**src/rtl/piso_serializer_if.sv**
```systemverilog
// Handshake and serial-output bundle for piso_serializer.
// master = word producer / observer side, slave = the serializer itself.
interface piso_serializer_if #(
    parameter int WIDTH = 8
);
    // Load handshake: a word moves on a rising edge where load_valid && load_ready.
    // The producer holds data_in and load_valid stable until that edge, and
    // load_ready never depends on load_valid within the same cycle.
    logic [WIDTH-1:0] data_in;
    logic             load_valid;
    logic             load_ready;
    logic             dout;
    logic             dout_valid;
    logic             busy;
    logic             frame_done;
    logic [1:0]       dbg_state;

    modport master (
        output data_in,
        output load_valid,
        input  load_ready,
        input  dout,
        input  dout_valid,
        input  busy,
        input  frame_done,
        input  dbg_state
    );

    modport slave (
        input  data_in,
        input  load_valid,
        output load_ready,
        output dout,
        output dout_valid,
        output busy,
        output frame_done,
        output dbg_state
    );
endinterface

```
**src/rtl/piso_serializer.sv**
```systemverilog
// MSB-first parallel-to-serial shifter; dout idles at 0 so a downstream ones counter is undisturbed.
// Optional trailing even-parity bit is enabled by defining SER_PARITY_EN.
module piso_serializer #(
    parameter int WIDTH = 8
) (
    input  logic                 clk,
    input  logic                 reset,
    piso_serializer_if.slave     bus
);
    localparam int            CW   = (WIDTH > 1) ? $clog2(WIDTH) : 1;
    localparam logic [CW-1:0] LAST = CW'(WIDTH - 1);

`ifdef SER_PARITY_EN
    typedef enum logic [1:0] {IDLE = 2'd0, SHIFT = 2'd1, PAR = 2'd2} state_e;
`else
    typedef enum logic [1:0] {IDLE = 2'd0, SHIFT = 2'd1} state_e;
`endif

    state_e           state_q, state_d;
    logic [WIDTH-1:0] shift_q, shift_d;
    logic [CW-1:0]    cnt_q, cnt_d;
`ifdef SER_PARITY_EN
    logic             par_q, par_d;
`endif
    logic             dout_q, dout_d;
    logic             dout_valid_q, dout_valid_d;
    logic             busy_q, busy_d;
    logic             frame_done_q, frame_done_d;
    logic             load_ready_q, load_ready_d;
    logic             accept;

    // Ready comes from a flop, so acceptance never forms an input-to-output path.
    assign accept = bus.load_valid && load_ready_q;

    always_comb begin
        state_d = state_q;
        shift_d = shift_q;
        cnt_d   = cnt_q;
`ifdef SER_PARITY_EN
        par_d   = par_q;
`endif
        case (state_q)
            IDLE: begin
                if (accept) begin
                    state_d = SHIFT;
                    shift_d = bus.data_in;
                    cnt_d   = '0;
`ifdef SER_PARITY_EN
                    par_d   = ^bus.data_in;
`endif
                end
            end
            SHIFT: begin
                shift_d = {shift_q[WIDTH-2:0], 1'b0};
                if (cnt_q == LAST) begin
`ifdef SER_PARITY_EN
                    state_d = PAR;
`else
                    if (accept) begin
                        state_d = SHIFT;
                        shift_d = bus.data_in;
                        cnt_d   = '0;
                    end else begin
                        state_d = IDLE;
                        cnt_d   = '0;
                    end
`endif
                end else begin
                    cnt_d = cnt_q + CW'(1);
                end
            end
`ifdef SER_PARITY_EN
            PAR: begin
                if (accept) begin
                    state_d = SHIFT;
                    shift_d = bus.data_in;
                    cnt_d   = '0;
                    par_d   = ^bus.data_in;
                end else begin
                    state_d = IDLE;
                    cnt_d   = '0;
                end
            end
`endif
            default: begin
                state_d = IDLE;
                cnt_d   = '0;
            end
        endcase
    end

    // Outputs are precomputed from next state so they leave straight from flops.
    always_comb begin
        dout_d       = 1'b0;
        dout_valid_d = (state_d != IDLE);
        busy_d       = (state_d != IDLE);
        frame_done_d = 1'b0;
        if (state_d == SHIFT) begin
            dout_d = shift_d[WIDTH-1];
        end
`ifdef SER_PARITY_EN
        if (state_d == PAR) begin
            dout_d       = par_d;
            frame_done_d = 1'b1;
        end
`else
        if ((state_d == SHIFT) && (cnt_d == LAST)) begin
            frame_done_d = 1'b1;
        end
`endif
        load_ready_d = (state_d == IDLE) || frame_done_d;
    end

    always_ff @(posedge clk or posedge reset) begin
        if (reset) begin
            state_q      <= IDLE;
            shift_q      <= '0;
            cnt_q        <= '0;
`ifdef SER_PARITY_EN
            par_q        <= 1'b0;
`endif
            dout_q       <= 1'b0;
            dout_valid_q <= 1'b0;
            busy_q       <= 1'b0;
            frame_done_q <= 1'b0;
            load_ready_q <= 1'b1;
        end else begin
            state_q      <= state_d;
            shift_q      <= shift_d;
            cnt_q        <= cnt_d;
`ifdef SER_PARITY_EN
            par_q        <= par_d;
`endif
            dout_q       <= dout_d;
            dout_valid_q <= dout_valid_d;
            busy_q       <= busy_d;
            frame_done_q <= frame_done_d;
            load_ready_q <= load_ready_d;
        end
    end

    assign bus.dout       = dout_q;
    assign bus.dout_valid = dout_valid_q;
    assign bus.busy       = busy_q;
    assign bus.frame_done = frame_done_q;
    assign bus.load_ready = load_ready_q;
    assign bus.dbg_state  = state_q;
endmodule

```
**src/flat_wrapper.sv**
```systemverilog
// flat-port wrapper written by rule: the top's interface ports become plain ports
module piso_serializer_flat 
#(
    parameter int WIDTH = 8
)
  (clk, reset, bus_data_in, bus_load_valid, bus_load_ready, bus_dout, bus_dout_valid, bus_busy, bus_frame_done, bus_dbg_state);
  piso_serializer_if #(.WIDTH(WIDTH)) bus_i ();
  input  logic clk;
  input  logic reset;
  input wire logic [$bits(bus_i.data_in)-1:0] bus_data_in;
  input wire logic [$bits(bus_i.load_valid)-1:0] bus_load_valid;
  output wire logic [$bits(bus_i.load_ready)-1:0] bus_load_ready;
  output wire logic [$bits(bus_i.dout)-1:0] bus_dout;
  output wire logic [$bits(bus_i.dout_valid)-1:0] bus_dout_valid;
  output wire logic [$bits(bus_i.busy)-1:0] bus_busy;
  output wire logic [$bits(bus_i.frame_done)-1:0] bus_frame_done;
  output wire logic [$bits(bus_i.dbg_state)-1:0] bus_dbg_state;
  assign bus_i.data_in = bus_data_in;
  assign bus_i.load_valid = bus_load_valid;
  assign bus_load_ready = bus_i.load_ready;
  assign bus_dout = bus_i.dout;
  assign bus_dout_valid = bus_i.dout_valid;
  assign bus_busy = bus_i.busy;
  assign bus_frame_done = bus_i.frame_done;
  assign bus_dbg_state = bus_i.dbg_state;
  piso_serializer #(.WIDTH(WIDTH)) u_core (.clk(clk), .reset(reset), .bus(bus_i));
endmodule
```
**config.mk**
```make
export PLATFORM = sky130hd
export DESIGN_NAME = piso_serializer_flat
export DESIGN_NICKNAME = d
export VERILOG_FILES = /design/src/rtl/piso_serializer_if.sv /design/src/rtl/piso_serializer.sv /design/src/flat_wrapper.sv
export SDC_FILE = /design/constraint.sdc
export NUM_CORES = 1
export LEC_CHECK = 0
export ABC_AREA = 1
export BUFFER_PORTS_ARGS = -buffer_cell sky130_fd_sc_hd__buf_4
export CAP_MARGIN = 20
export CORE_MARGIN = 2
export CORE_UTILIZATION = 32
export CTS_BUF_LIST = sky130_fd_sc_hd__clkbuf_8
export DETAILED_ROUTE_END_ITERATION = 6
export PLACE_DENSITY = 0.51
export RECOVER_POWER = 25
export REMOVE_ABC_BUFFERS = 1
export SETUP_SLACK_MARGIN = 0.02
export SYNTH_ARGS = -nofsm -noshare
export SYNTH_HDL_FRONTEND = slang
export SYNTH_SLANG_ARGS = --single-unit
```
**constraint.sdc**
```tcl
create_clock -name clk -period 1.4 [get_ports clk]
set_input_delay 0.21 -clock clk [delete_from_list [all_inputs] [get_ports clk]]
set_output_delay 0.21 -clock clk [all_outputs]
set_load 0.03 [all_outputs]
```
# Word level (Yosys, flattened, before mapping)
# Cells that the tools add are included.
# totals
latch_bits	0
mem_bits_rw	0
input_bits	11
out_inout_bits	7
memories	0
regBits	17
rom_bits	0
# classes
muxes	13
shift	0
n_eq_ne	5
n_bitwise	0
mul	0
addsub	1
div	0
n_reduce_logical	8
order_cmp	0
# ops
op	n
$mux W8	3
$pmux W8 S2	1
$eq A3 B3 Y1 const B	2
$mux W3	2
$pmux W3 S2	1
$eq A2 B1 Y1 const B	2
$logic_not A2 Y1	2
$mux W2	2
$pmux W2 S2	1
$reduce_bool A2 Y1	2
$add A3 B1 Y3 const B	1
$mux W1	3
$logic_and A1 B1 Y1	2
$ne A2 B1 Y1 const B	1
$reduce_and A2 Y1	1
$logic_or A1 B1 Y1	1

# Logic depth before layout (Yosys ltp)
# Gate-level depths: netlist of run 1.
# logic_depth
word_depth	8
ltp_mapped	8
ltp_nobuf	8

# Worst setup path after synthesis of run 1
# OpenSTA, ideal clock, no wires.
# synth_path
path_kind	reg-to-reg
start	reg u_core.cnt_q[0]
end	reg u_core.shift_q[5]
slack_ns	-0.124
required_ns	1.270
arrival_time_ns	1.394
setup_time_ns	0.130
stages_incl_launch_ff	8
path_cell_list	dfrtp_1 > ha_1 > ha_1 > nand3_1 > clkbuf_1 > nand2_1 > o211ai_1 > nand3_1
# synth_between
elab_chain_cells	3
# synth_lines
element	line_no	text
start: declaration	piso_serializer.sv:21	logic [CW-1:0] cnt_q, cnt_d;
start signal: assignment	piso_serializer.sv:130	cnt_q <= cnt_d;
$eq A3 B3 Y1	piso_serializer.sv:55	if (cnt_q == LAST) begin
$mux W8	piso_serializer.sv:55	
$pmux W8 S2	piso_serializer.sv:42	case (state_q)
end signal: assignment	piso_serializer.sv:129	shift_q <= shift_d;
end: declaration	piso_serializer.sv:20	logic [WIDTH-1:0] shift_q, shift_d;
# Every way passes these cells.
# A chain may end at the register's enable or synchronous reset.

# Worst setup path after layout of run 1
# layout_path
start	reg u_core.cnt_q[1]
end	reg u_core.shift_q[5]
# The elaborated chain is that of the path after synthesis.

==> results of run 1 <==
[power by group through the flow]
stage / sequential (mW) / combinational, mW / clock (mW)
2_1_floorplan: 0.666 / 0.166 / 0
3_3_place_gp: 0.638 / 0.313 / 0
3_5_place_dp: 0.639 / 0.318 / 0
4_1_cts: 0.633 / 0.322 / 0.381
5_1_grt: 0.640 / 0.399 / 0.409
6_report: 0.631 / 0.355 / 0.360
[layout make-up]
cell class              instances  area [um^2]
multi-input cells              69          418
well taps                      30         37.5
clock inverters                 1         3.75
flip-flops and latches         17          427
inverters                      14         57.6
fillers                       252         1300
repair buffers                 28          234
clock buffers                   3         41.3
[sequential cells by signal, indices dropped and copies added (netlist names)]
signal	cells
u_core.cnt_q	3
u_core.bus.dbg_state	2
u_core.bus.load_ready	1
u_core.bus.frame_done	1
u_core.bus.dout_valid	1
u_core.shift_q	8
u_core.bus.dout	1
[routing by layer]
layer / track usage, % / share of wire [%] / vias to the layer above
met5: 0 / 0 / -
met2: 21.8 / 47 / 14
met4: 7.14 / 2.0 / 0
met3: 4.88 / 5.5 / 5
li1: - / - / 387
met1: 17.2 / 46 / 348
[timing repair]
action | 4_1_cts | 5_1_grt
buffers inserted | 0 | 2
setup endpoints to repair | 8 | 12
resized for setup | 7 | 9
hold buffers | 1 | 0
pin swaps | 2 | 7
endpoints found under the hold margin | 16 | 0
gates cloned | 1 | 0
[path summary, 6_finish.rpt]
| kind | start | endpoint | depth (start not counted) |
|---|---|---|---|
| setup / recovery | u_core.cnt_q[1] | u_core.shift_q[5] | 7 |
| hold / removal | bus_data_in[2] | u_core.shift_q[2] | 3 |
| setup reg to reg | u_core.cnt_q[1] | u_core.shift_q[5] | 7 |
| hold reg to reg | u_core.shift_q[4] | u_core.shift_q[4] | 2 |
| max in group asynchronous | reset | u_core.bus.load_ready | 4 |
| min in group asynchronous | reset | u_core.shift_q[2] | 4 |
[through the flow]
stage,TNS (ns),setup slack (ns)
final,0,0.0728
after detailed placement,-0.301,-0.0817
after CTS,0,0.0279
after global routing,-0.0435,-0.0247
after global placement,-0.0978,-0.0532
after floorplan,-0.149,-0.0660
[Yosys cell counts]
| master | instances |
|---|---|
| inv_6 | 1 |
| inv_2 | 1 |
| o21ai_0 | 5 |
| nand2_1 | 20 |
| nor3_4 | 1 |
| nand2_4 | 1 |
| nand3_2 | 1 |
| nor2_4 | 1 |
| nor2_1 | 7 |
| conb_1 | 1 |
| dfrtp_1 | 16 |
| ha_1 | 3 |
| nand3_1 | 14 |
| inv_1 | 12 |
| clkbuf_1 | 1 |
| o211ai_1 | 1 |
| o21ai_1 | 3 |
| nand2_2 | 6 |
| dfstp_2 | 1 |
| buf_4 | 1 |
| a21oi_1 | 5 |
[cell usage in the layout (no fill, tap or decap), drive strengths merged]
cell type	n
a21oi	5
buf	25
clkbuf	5
conb	1
dfrtp	16
dfstp	1
dlygate4sd3	1
ha	3
inv	15
nand2	27
nand3	15
nor2	8
nor3	1
o211ai	1
o21ai	8
[kinds of logic after synthesis]
kind of cell / count (synthesis)
buffers and inverters: 16
AO/OA/AOI/OAI: 14
AND/OR/NAND/NOR: 51
other: 1
flip-flops: 17
adder cells (fa/ha/maj): 3
[critical path: stages, from the launching register on]
cell	delay [ns]
dfrtp_1	0.39
ha_2	0.21
ha_4	0.17
nand3_4	0.08
buf_6	0.13
nand2_2	0.04
o211ai_1	0.08
nand3_1	0.10
==> metrics, run 1 <==
First-pass DRT Iterations 4; max-slew violation count 0; WP data required 1.53 ns; CP endpoint kind register; Synth Area in Simple Gates 29.7%; register bit total from synthesis 17; DP Cell Count 154; global-route wire length before repair 3.37 mm; Critical Path Start Type register; Comb pwr share 26.4%; CTS tree built; clock root buffer master clkbuf_8; final hold slack 0.178 ns; Tot Pwr 1.35 mW; Pwr Density between 1000 and 1500 nW/um^2; H-tree depth 1; HP Class input port to register; vias per cell ~4.7; part of the cycle the worst path needs 94.8%; final setup vio count 0; via count approximately 750; post-synth top area share 46.2%; DRC errors left 0; WP data arrival 1.45 ns; area grow syn2layout 40.5%; sequential share of power ~47%; row count 18; Psw 415 uW; Die Area 3140 um^2; NumNets Final 147; reg-to-reg slack, setup 0.07 ns; area of the core 2520 um^2; Avg Synthesized Cell Area around 8.5 um^2; cell taking the most area after synthesis dfrtp_1; worst-skew pair later-pin latency roughly 0.25 ns; post-route ant nets 0; minimum clock period 1.33 ns; Ports 18; Switching Share between 30% and 40%; WL/cell 12.3 um; layout cell share with drive strength beyond 1 38.6%; Leak a little over 0.6 nW; peak supply drop between 0.0006 and 0.0007 V; crit path kind register to register; multiplexer area fraction after synthesis 0%; Routability Congestion 0.764; total of warnings raised by yosys 0; Synth Area in Compound Gates 8.37%; Clock power frac 26.8%; die width between 50 and 60 um; Max-cap violations 0; post-layout util 48.3%; TritonCTS buffer count 3; post-synthesis sequential area ratio 49.2%; Synth area leaders dfrtp_1 46%, nand2_1 8.7%, nand3_1 8.1%; Cell Area, Placed 1070 um^2; Routed WL between 1.5 and 2 mm; cell count after synthesis 102; Port-buffer cells 17; f_max 753 MHz; unrepaired setup endpoints after global routing yes; gr usage total ~14%; Initial Utilization around a third; clk slew on worst S/H paths roughly 0.070 ns; DRT iter0 DRCs 5; GRT overflow 0; Post-Synthesis Cell Area 867 um^2; xor-xnor portion of the synthesized cell area 0%; CP Max Fanout 6; dpl hpwl 1.38 mm; initial antenna violation count 0; CTS Sinks 17; Synth cell types 21; clk_skew 0.00308 ns; largest net degree at the start of global routing 18; vias in the first global route 756; diode count 0; clk buf depth 2; P_int 930 uW; post-route cell area 1220 um^2; Die Y around 56 um; combinational family with the most area after synthesis simple AND/OR/NAND/NOR gates; outcome finished clean; Final Non-Filler Cells 162; final hold vios 0; Synth Area in Adders 4.33%
Power figures use the tool's default switching activity.
==> inputs of run 2 (changes only) <==
--- a/config.mk
+++ b/config.mk
@@ -12,6 +12,7 @@
 export CORE_UTILIZATION = 32
 export CTS_BUF_LIST = sky130_fd_sc_hd__clkbuf_8
 export DETAILED_ROUTE_END_ITERATION = 6
+export GPL_TIMING_DRIVEN = 0
 export PLACE_DENSITY = 0.51
 export RECOVER_POWER = 25
 export REMOVE_ABC_BUFFERS = 1
==> metrics, run 2 (synthesis gave the netlist of run 1 again) <==
CP endpoint kind register (unchanged); Slew HR 54.6%; setup_tns 0 ns (unchanged); Routability Congestion 0.764 (about the same); row count 18 (unchanged); WL/cell 12.3 um (about the same); clk_skew 0.00571 ns (was 0.00308 ns); NumNets Final 147 (unchanged); Worst Path Buf+Inv 1 (unchanged); via count 750 (was 754); met3 usage in global routing 4.88% (unchanged); Routed WL 1.99 mm (was 2.00 mm); WP data required 1.53 ns (about the same); minimum clock period 1.32 ns (was 1.33 ns); most frequent cells in the layout 26 x buf_4, 19 x nand2_1, 16 x dfrtp_1, 13 x nand3_1, 11 x inv_1 (was 21 x buf_4, 19 x nand2_1, 16 x dfrtp_1, 13 x nand3_1, 12 x inv_1); HP Class input port to async pin (was input port to register); Biggest register u_core.shift_q (unchanged); CTS tree built (unchanged); clk slew on worst S/H paths 0.07 ns (about the same); busiest grt layer met2 (unchanged); layout cell share with drive strength beyond 1 41.7% (was 38.6%); CP Max Fanout 5 (was 6); crit path kind register to register (unchanged); final hold vios 0 (unchanged); Initial Utilization 34.4% (unchanged); clock root buffer master clkbuf_8 (unchanged); post-route ant nets 0 (unchanged); part of the cycle the worst path needs 94.6% (was 94.8%); CTS Sinks 17 (unchanged); gr usage total 13.9% (was 14.1%); worst-skew pair later-pin latency 0.25 ns (about the same); f_max 755 MHz (was 753 MHz); CP max-delay cell dfrtp_1 (unchanged); initial antenna violation count 0 (unchanged); Fillers 249 (was 252); GRT met2 Usage 24.0% (was 21.8%); diode count 0 (unchanged); Critical Path Start Type register (unchanged); commonest non-fill, non-tap cell in the layout buf_4 (unchanged); vias per cell 4.63 (was 4.65); Leak 0.617 nW (was 0.622 nW); GRT met1 Usage 16.6% (was 17.2%); vias in the first global route 771 (was 756); die width 56.1 um (unchanged); dpl hpwl 1.32 mm (was 1.38 mm); Die Y 56.1 um (unchanged); Ports 18 (unchanged); Max-cap violations 0 (unchanged); Worst Max-Slew Pin Slew between 0.6 and 0.7 ns; Top Family by Delay on Critical Path flip-flops (unchanged); Critical Path Max Stage Delay 0.41 ns (was 0.39 ns); largest net degree at the start of global routing 18 (unchanged); CP most frequent cell ha_4; TritonCTS buffer count 3 (unchanged); area of the core 2520 um^2 (unchanged); peak supply drop 0.000648 V (was 0.000620 V); WP data arrival 1.45 ns (about the same); H-tree depth 1 (unchanged); area grow syn2layout 41.6% (was 40.5%); DRC errors left 0 (unchanged); Die Area 3140 um^2 (unchanged); clk buf depth 2 (unchanged); Pwr Density 1100 nW/um^2 (about the same); First-pass DRT Iterations 4 (unchanged); Port-buffer cells 17 (unchanged); cell chain of the critical path ha_4 > ha_4 > nand3_4 > buf_4 > nand2_1 > o211ai_1 > nand3_1 (was ha_2 > ha_4 > nand3_4 > buf_6 > nand2_2 > o211ai_1 > nand3_1); max-slew violation count 0 (unchanged); max FFs per register 8 (unchanged); DRT iter0 DRCs 12 (was 5); global-route wire length before repair 3.44 mm (was 3.37 mm); outcome finished clean (unchanged); final setup vio count 0 (unchanged); hold buffers post-CTS 0 (was 1); GRT overflow 0 (unchanged); unrepaired setup endpoints after global routing yes (unchanged); Tot Pwr 1.35 mW (about the same)
-- run 2: layout make-up --
type | count | area (um^2) | area share [%]
Clock buffer | 3 | 41.3 | 3.36
Timing Repair Buffer | 28 | 214 | 17.4
Sequential cell | 17 | 427 | 34.8
Tap cell | 30 | 37.5 | 3.06
Multi-Input combinational cell | 69 | 445 | 36.3
Inverter | 14 | 57.6 | 4.69
Clock inverter | 1 | 5.00 | 0.408
-- run 2: worst paths after layout --
check	from	end	slack (ns)	cells after the start
setup / recovery	u_core.cnt_q[0]	u_core.shift_q[5]	0.08	7
hold / removal	reset	u_core.shift_q[7]	0.06	2
setup reg to reg	u_core.cnt_q[0]	u_core.shift_q[5]	0.08	7
hold reg to reg	u_core.shift_q[1]	u_core.shift_q[1]	0.50	2
max in group asynchronous	reset	u_core.shift_q[4]	0.91	2
min in group clk	bus_data_in[4]	u_core.shift_q[4]	0.19	3
-- run 2: power breakdown --
part           internal (mW)  total, mW  switching, mW
sequential             0.578      0.639         0.0612
clock                  0.198      0.372          0.175
combinational          0.148      0.339          0.192
total                  0.923       1.35          0.428
-- run 2: per-layer routing --
| layer | wire length [um] | vias to the layer above |
|---|---|---|
| met4 | 10 | 0 |
| met2 | 981 | 14 |
| met1 | 904 | 349 |
| li1 | - | 385 |
| met5 | 0 | - |
| met3 | 91 | 2 |
-- run 2: per-stage QoR --
step	util [%]	instance area [um^2]	hold slack, ns	setup slack (ns)	instances
after global routing	48.7	1230	0.143	-0.00845	162
after floorplan	-	856	0.135	-0.0660	100
after CTS	45.3	1140	0.0811	0.0223	158
final	48.7	1230	0.0584	0.0754	162
after detailed placement	40.5	1020	0.359	-0.318	147
after global placement	40.5	1020	0.352	-0.298	147
-- run 2: timing repair --
action / in CTS / in global routing
gates resized for setup: 6 / 13
pin swaps: 2 / 5
buffers inserted: 7 / 4
endpoints found under the setup margin: 10 / 10
